## config.mk

```make
export PLATFORM = sky130hd
export DESIGN_NAME = serial_to_parallel
export DESIGN_NICKNAME = d
export VERILOG_FILES = /design/src/rtl/serial_to_parallel.sv
export SDC_FILE = /design/constraint.sdc
export NUM_CORES = 1
export LEC_CHECK = 0
export ABC_AREA = 1
export CAP_MARGIN = 20
export CORE_UTILIZATION = 48
export CTS_CLUSTER_SIZE = 10
export DETAILED_ROUTE_END_ITERATION = 10
export PLACE_DENSITY = 0.81
export RECOVER_POWER = 50
export SLEW_MARGIN = 20
export SYNTH_ARGS = -nofsm -noshare
export SYNTH_HDL_FRONTEND = slang
export SYNTH_SLANG_ARGS = --single-unit
```

## constraint.sdc

```tcl
create_clock -name clk -period 1.35 [get_ports clk]
set_clock_uncertainty 0.2 [all_clocks]
set_input_delay 0.135 -clock clk [delete_from_list [all_inputs] [get_ports clk]]
set_output_delay 0.135 -clock clk [all_outputs]
set_load 0.02 [all_outputs]
```

## src/rtl/serial_to_parallel.sv

```systemverilog
// Deserializer: gathers WIDTH qualified serial bits into a word and offers it on a
// valid/ready output register, flagging framing gaps and dropped (overrun) words.
module serial_to_parallel #(
    parameter int WIDTH     = 4,
    parameter int LSB_FIRST = 1,
    parameter int CNT_W     = 8
) (
    input  logic             clk,
    input  logic             reset,
    input  logic             serial_i,
    input  logic             valid_i,
    output logic [WIDTH-1:0] parallel_o,
    output logic             out_valid_o,
    input  logic             out_ready_i,
    output logic             frame_err_o,
    output logic             overrun_o,
    input  logic             clr_i,
    output logic [CNT_W-1:0] word_cnt_o
);

    localparam int CW = $clog2(WIDTH);

    typedef enum logic {
        IDLE  = 1'b0,
        SHIFT = 1'b1
    } state_t;

    state_t           r_state;
    state_t           w_state_nxt;
    logic [CW-1:0]    r_cnt;
    logic [CW-1:0]    w_cnt_nxt;
    logic [WIDTH-1:0] r_shift;
    logic [WIDTH-1:0] w_shift_nxt;
    logic [WIDTH-1:0] r_parallel;
    logic             r_out_valid;
    logic             r_frame_err;
    logic             r_overrun;
    logic [CNT_W-1:0] r_word_cnt;
    logic             w_complete;
    logic             w_gap;
    logic             w_xfer;
    logic             w_load;
    logic             w_drop;

    // LSB-first shifts right so the earliest bit ends up in bit 0.
    assign w_shift_nxt = (LSB_FIRST != 0) ? {serial_i, r_shift[WIDTH-1:1]}
                                          : {r_shift[WIDTH-2:0], serial_i};

    always_ff @(posedge clk or negedge reset) begin
        if (!reset) begin
            r_state <= IDLE;
            r_cnt   <= '0;
        end else begin
            r_state <= w_state_nxt;
            r_cnt   <= w_cnt_nxt;
        end
    end

    always_comb begin
        w_state_nxt = r_state;
        w_cnt_nxt   = r_cnt;
        w_complete  = 1'b0;
        w_gap       = 1'b0;
        case (r_state)
            IDLE: begin
                if (valid_i) begin
                    w_cnt_nxt   = CW'(1);
                    w_state_nxt = SHIFT;
                end
            end
            SHIFT: begin
                if (valid_i) begin
                    if (r_cnt == CW'(WIDTH - 1)) begin
                        w_complete  = 1'b1;
                        w_cnt_nxt   = '0;
                        w_state_nxt = IDLE;
                    end else begin
                        w_cnt_nxt = r_cnt + CW'(1);
                    end
                end else begin
                    w_gap       = 1'b1;
                    w_cnt_nxt   = '0;
                    w_state_nxt = IDLE;
                end
            end
            default: begin
                w_cnt_nxt   = '0;
                w_state_nxt = IDLE;
            end
        endcase
    end

    assign w_xfer = r_out_valid & out_ready_i;
    assign w_load = w_complete & (~r_out_valid | out_ready_i);
    assign w_drop = w_complete & r_out_valid & ~out_ready_i;

    always_ff @(posedge clk or negedge reset) begin
        if (!reset) begin
            r_shift <= '0;
        end else if (valid_i) begin
            r_shift <= w_shift_nxt;
        end
    end

    // Output register: a held word is frozen until the consumer takes it.
    always_ff @(posedge clk or negedge reset) begin
        if (!reset) begin
            r_parallel  <= '0;
            r_out_valid <= 1'b0;
        end else if (w_load) begin
            r_parallel  <= w_shift_nxt;
            r_out_valid <= 1'b1;
        end else if (w_xfer) begin
            r_out_valid <= 1'b0;
        end
    end

    always_ff @(posedge clk or negedge reset) begin
        if (!reset) begin
            r_frame_err <= 1'b0;
            r_overrun   <= 1'b0;
            r_word_cnt  <= '0;
        end else begin
            r_frame_err <= w_gap;
            if (w_drop) begin
                r_overrun <= 1'b1;
            end else if (clr_i) begin
                r_overrun <= 1'b0;
            end
            if (w_xfer) begin
                r_word_cnt <= r_word_cnt + CNT_W'(1);
            end
        end
    end

    assign parallel_o  = r_parallel;
    assign out_valid_o = r_out_valid;
    assign frame_err_o = r_frame_err;
    assign overrun_o   = r_overrun;
    assign word_cnt_o  = r_word_cnt;

endmodule

```

Yosys cells after proc, flatten, opt, wreduce, memory -nomap -nowiden
Index checks and enable logic that the tools add are counted.

operators by class
  $add $sub $neg = 2
  eq/ne operators = 2
  multiplexer cells = 17
  bitwise operators = 8
  reductions and logical operators = 2

operators with widths
  kind                 number
  $mux 1               12
  $add 8x1->8 const B  1
  $mux 2               3
  $and 1x1->1          4
  $pmux 2 s2           1
  $reduce_bool 2->1    2
  $not 1->1            3
  $add 2x1->2 const B  1
  $eq 2x2->1 const B   1
  $ne 2x2->1 const B   1
  $pmux 1 s2           1
  $or 1x1->1           1

storage, ports and cells
  register bits = 22
  bits of input ports = 6
  output and inout bits = 15
  logic and storage cells = 39

Depth between registers and ports, before layout
  depth in word-level cells = 7
  mapped depth = 7
  gate-level depth less buffers = 7

Worst setup path after synthesis
OpenSTA, ideal clock, no wires.

  kind = reg-to-reg
  start point = register r_word_cnt[0], in the netlist word_cnt_o[0]
  end point = register r_word_cnt[4], in the netlist word_cnt_o[4]
  library setup time = 130 ps
  arrival = 1024 ps
  required time = 1020 ps
  path slack = -4 ps
  cell stages (with the launch flop) = 6
  path buffers = 0
  clock period less this slack = 1354 ps
  path through = dfrtp_1 -> ha_1 -> inv_1 -> nor2_4 -> nand2_1 -> xnor2_1

between the ends
  longest elaborated chain between the ends = 1

ends and longest elaborated chain
  element                 RTL line  source
  start, declared         38        logic [CNT_W-1:0] r_word_cnt;
  start signal, assigned  131       r_word_cnt <= r_word_cnt + CNT_W'(1);
  $add 8x1->8             131

Every way passes these cells.
A chain may end at the register's enable or synchronous reset.

Final worst setup path
  start point = register r_cnt[0]
  end point = register r_parallel[0], in the netlist parallel_o[0]

between the ends
  longest elaborated chain between the ends = 5

ends and longest elaborated chain
  element                 RTL line  source
  start, declared         30        logic [CW-1:0] r_cnt;
  start signal, assigned  55        r_cnt <= w_cnt_nxt;
  $eq 2x2->1              73        if (r_cnt == CW'(WIDTH - 1)) begin
  $mux 1                  73
  $mux 1                  72        if (valid_i) begin
  $mux 1                  64        case (r_state)
  $and 1x1->1             94        assign w_load = w_complete & (~r_out_valid | out_ready_i);
  end signal, assigned    111       r_parallel <= w_shift_nxt;
  end, declared           34        logic [WIDTH-1:0] r_parallel;

Every way passes these cells.

==> results_dict.tcl <==
set metrics [dict create \
    syn-cell-area_um2 917.1 \
    drive_gt1_share_pct 31.62 \
    maxCapViolations 0 \
    die_area_mm2 0.002089 \
    path_clk_slew_ns 0.11 \
    p_leak_uw 0.0006679 \
    drtAntennaViolNets 0 \
    worstPathMaxFanout 8 \
    synth_top_area_share_pct 57.30 \
    antenna_cells 0 \
    yosys.area.top_type "dfrtp_1" \
    port_buffers 20 \
    synthTopCellsByArea "dfrtp_1 (57%), nand2_1 (11%), inv_1 (6.1%)" \
    worst_pin_slew_ns 0.2849 \
    crit_buf_inv 0 \
    synth_cells 96 \
    clock_sink_count 21 \
    holdCritPathClass "primary input to register" \
    ys.flop_type "dfrtp_1" \
    max_stage_delay_ns 0.38 \
    power.internal_uw 1173 \
    peakVddDrop_mv 0.9603 \
    totalWireLength_mm 1.764 \
    num_vias 749 \
    crit_chain "ha_1 > nand2_2 > nor2_4 > nand2_4 > nand2_1 > o21ai_2" \
    core_mm2 0.001764 \
    num_io_pins 21 \
    grt_pass1_wl_mm 2.787 \
    swShare_pct 35.39 \
    status "finished, final reports clean" \
    ys_types 20 \
    row_count 15 \
    vias_per_cell 4.652 \
    grt_max_degree 22 \
    track_usage_pct 19.66 \
    p_total_uw 1815 \
    grt_pass1_vias 647 \
    slew-limit-headroom_pct 81.01 \
    dp_hpwl_mm 1.305 \
    synth_enable_flop_cells 0 \
    gp_congestion 0.8010 \
    cts_tree "done" \
    cpLargestDelayFamily "simple AND/OR/NAND/NOR gates" \
    clock-root-buffer "clkbuf_4" \
    die_x_um 45.71 \
    setup_tns_ns 0 \
    synth_common_cells "nand2_1 (27), dfrtp_1 (21), inv_1 (15), nand3_1 (5)" \
    drt_iter0_markers 18 \
    die_h_um 45.71 \
    worstPathRequired_ns 1.35 \
    ys_seq_area_share_pct 57.30 \
    p_per_area_mw_per_mm2 1470 \
    worstSetupEndpointType "register" \
    seq_power_share_pct 48.1 \
    clock_path_buffers 2 \
    synthArstFlopShare_pct 100.0 \
    setup_viol 0 \
    synth_nets 104 \
    numCtsBuffers 3 \
    synth_most_common_cell "nand2_1" \
    path_class "register to register" \
    cp-start-kind "register" \
    yosys_warnings 0 \
    antenna_found_initial 0 \
    finalNetCount 145 \
    cpMaxStageDelayCell "dfrtp_1" \
    min_period_ns 1.337 \
    hold_viol 0 \
    h-tree-depth 1 \
    avgSynthCellArea_um2 9.553 \
    period_share_pct 99.06 \
    drc 0 \
    worstPathArrival_ns 1.34 \
    synth_seq_cells 21 \
    wire_per_inst_um 10.96 \
    start_util_pct 51.99 \
    clk_latency_ns 0.30 \
    syn_to_final_growth_pct 34.65 \
    rsz0062_at_grt "true" \
    fmax_ghz 0.7478 \
    holdWs_ns 0.1941 \
    clkPwrFrac_pct 16.1 \
    combPwrFrac_pct 35.8 \
    overflow 0 \
    drtPass1Iterations 4 \
    drv_slew 0 \
    p_sw_uw 642.4 \
]
layout make-up:
class,instances,area [µm²]
fill,149,529.3
sequential,21,526.8
multi-input combinational,59,336.6
timing repair buffer,36,252.7
inverter,16,60.06
tap,25,31.28
clock buffer,3,22.52
clock inverter,1,5.005
flip-flops by register name, summed over array words and instances, names as in the netlist:
register,flops
r_state,1
r_shift,3
overrun_o,1
frame_err_o,1
parallel_o,4
out_valid_o,1
word_cnt_o,8
r_cnt,2
stage by stage:
step,util [%],cells,cell area (µm²),setup slack [ns]
after global routing,70.00,161,1235,-0.03666
after floorplan,-,96,918.4,0.01583
after global placement,69.86,152,1232,-0.1010
after CTS,72.48,158,1279,0.001467
final,70.00,161,1235,0.01270
after detailed placement,69.86,152,1232,-0.1252
power by group through the flow:
stage / sequential (µW) / combinational, µW / clock, µW
5_1_grt: 886 / 726 / 328
6_report: 874 / 650 / 292
4_1_cts: 875 / 658 / 303
2_1_floorplan: 1010 / 217 / 0
3_3_place_gp: 882 / 644 / 0
3_5_place_dp: 888 / 683 / 0
what timing repair did:
action                                  4_1_cts  5_1_grt
pin swaps                                     0        1
endpoints found under the setup margin       17       21
buffers inserted                              1        3
gates resized for setup                      31       17
hold buffers                                  1        0
endpoints found under the hold margin        21        0
layer usage:
metal / track usage [%] / up-vias / part of all wire [%]
met5: 0 / - / 0
met4: 10.59 / 0 / 2.2
met3: 3.968 / 4 / 4.9
met2: 31.71 / 23 / 48
met1: 24.80 / 346 / 45
li1: - / 376 / -
logic make-up (layout without fill, tap and decap cells):
logic type      Yosys count  after routing  synth area share, %
xor+xnor                  4              4                3.821
compound gates            9              9                6.412
buf+inv                  16             56                6.548
simple gates             43             43                21.97
flops                    21             21                57.30
fa+ha+maj                 2              2                2.728
mux                       1              1                1.228
placed cells by master, fill, tap and decap left out, types with 3 or more instances in the layout:
| cell | n |
|---|---|
| nor2_1 | 4 |
| inv_1 | 15 |
| clkbuf_4 | 4 |
| o21ai_2 | 3 |
| nand3_1 | 5 |
| clkbuf_2 | 9 |
| buf_4 | 13 |
| clkdlybuf4s50_1 | 3 |
| dfrtp_1 | 20 |
| buf_2 | 4 |
| nand2_1 | 25 |
| o21ai_0 | 4 |
| dlygate4sd3_1 | 3 |
worst paths after layout:
| path | to | cells past startpoint | slack, ns | start |
|---|---|---|---|---|
| max in group asynchronous | word_cnt_o[0]$_DFFE_PN0P_ | 3 | 0.11 | reset |
| hold reg to reg | parallel_o[0]$_DFFE_PN0P_ | 2 | 0.29 | parallel_o[0]$_DFFE_PN0P_ |
| setup / recovery | parallel_o[0]$_DFFE_PN0P_ | 6 | 0.01 | r_cnt[0]$_DFFE_PN0P_ |
| hold / removal | overrun_o$_DFFE_PN0P_ | 2 | 0.19 | clr_i |
| setup reg to reg | parallel_o[0]$_DFFE_PN0P_ | 6 | 0.01 | r_cnt[0]$_DFFE_PN0P_ |
| min in group asynchronous | parallel_o[3]$_DFFE_PN0P_ | 3 | 0.60 | reset |
Power figures use the tool's default switching activity.
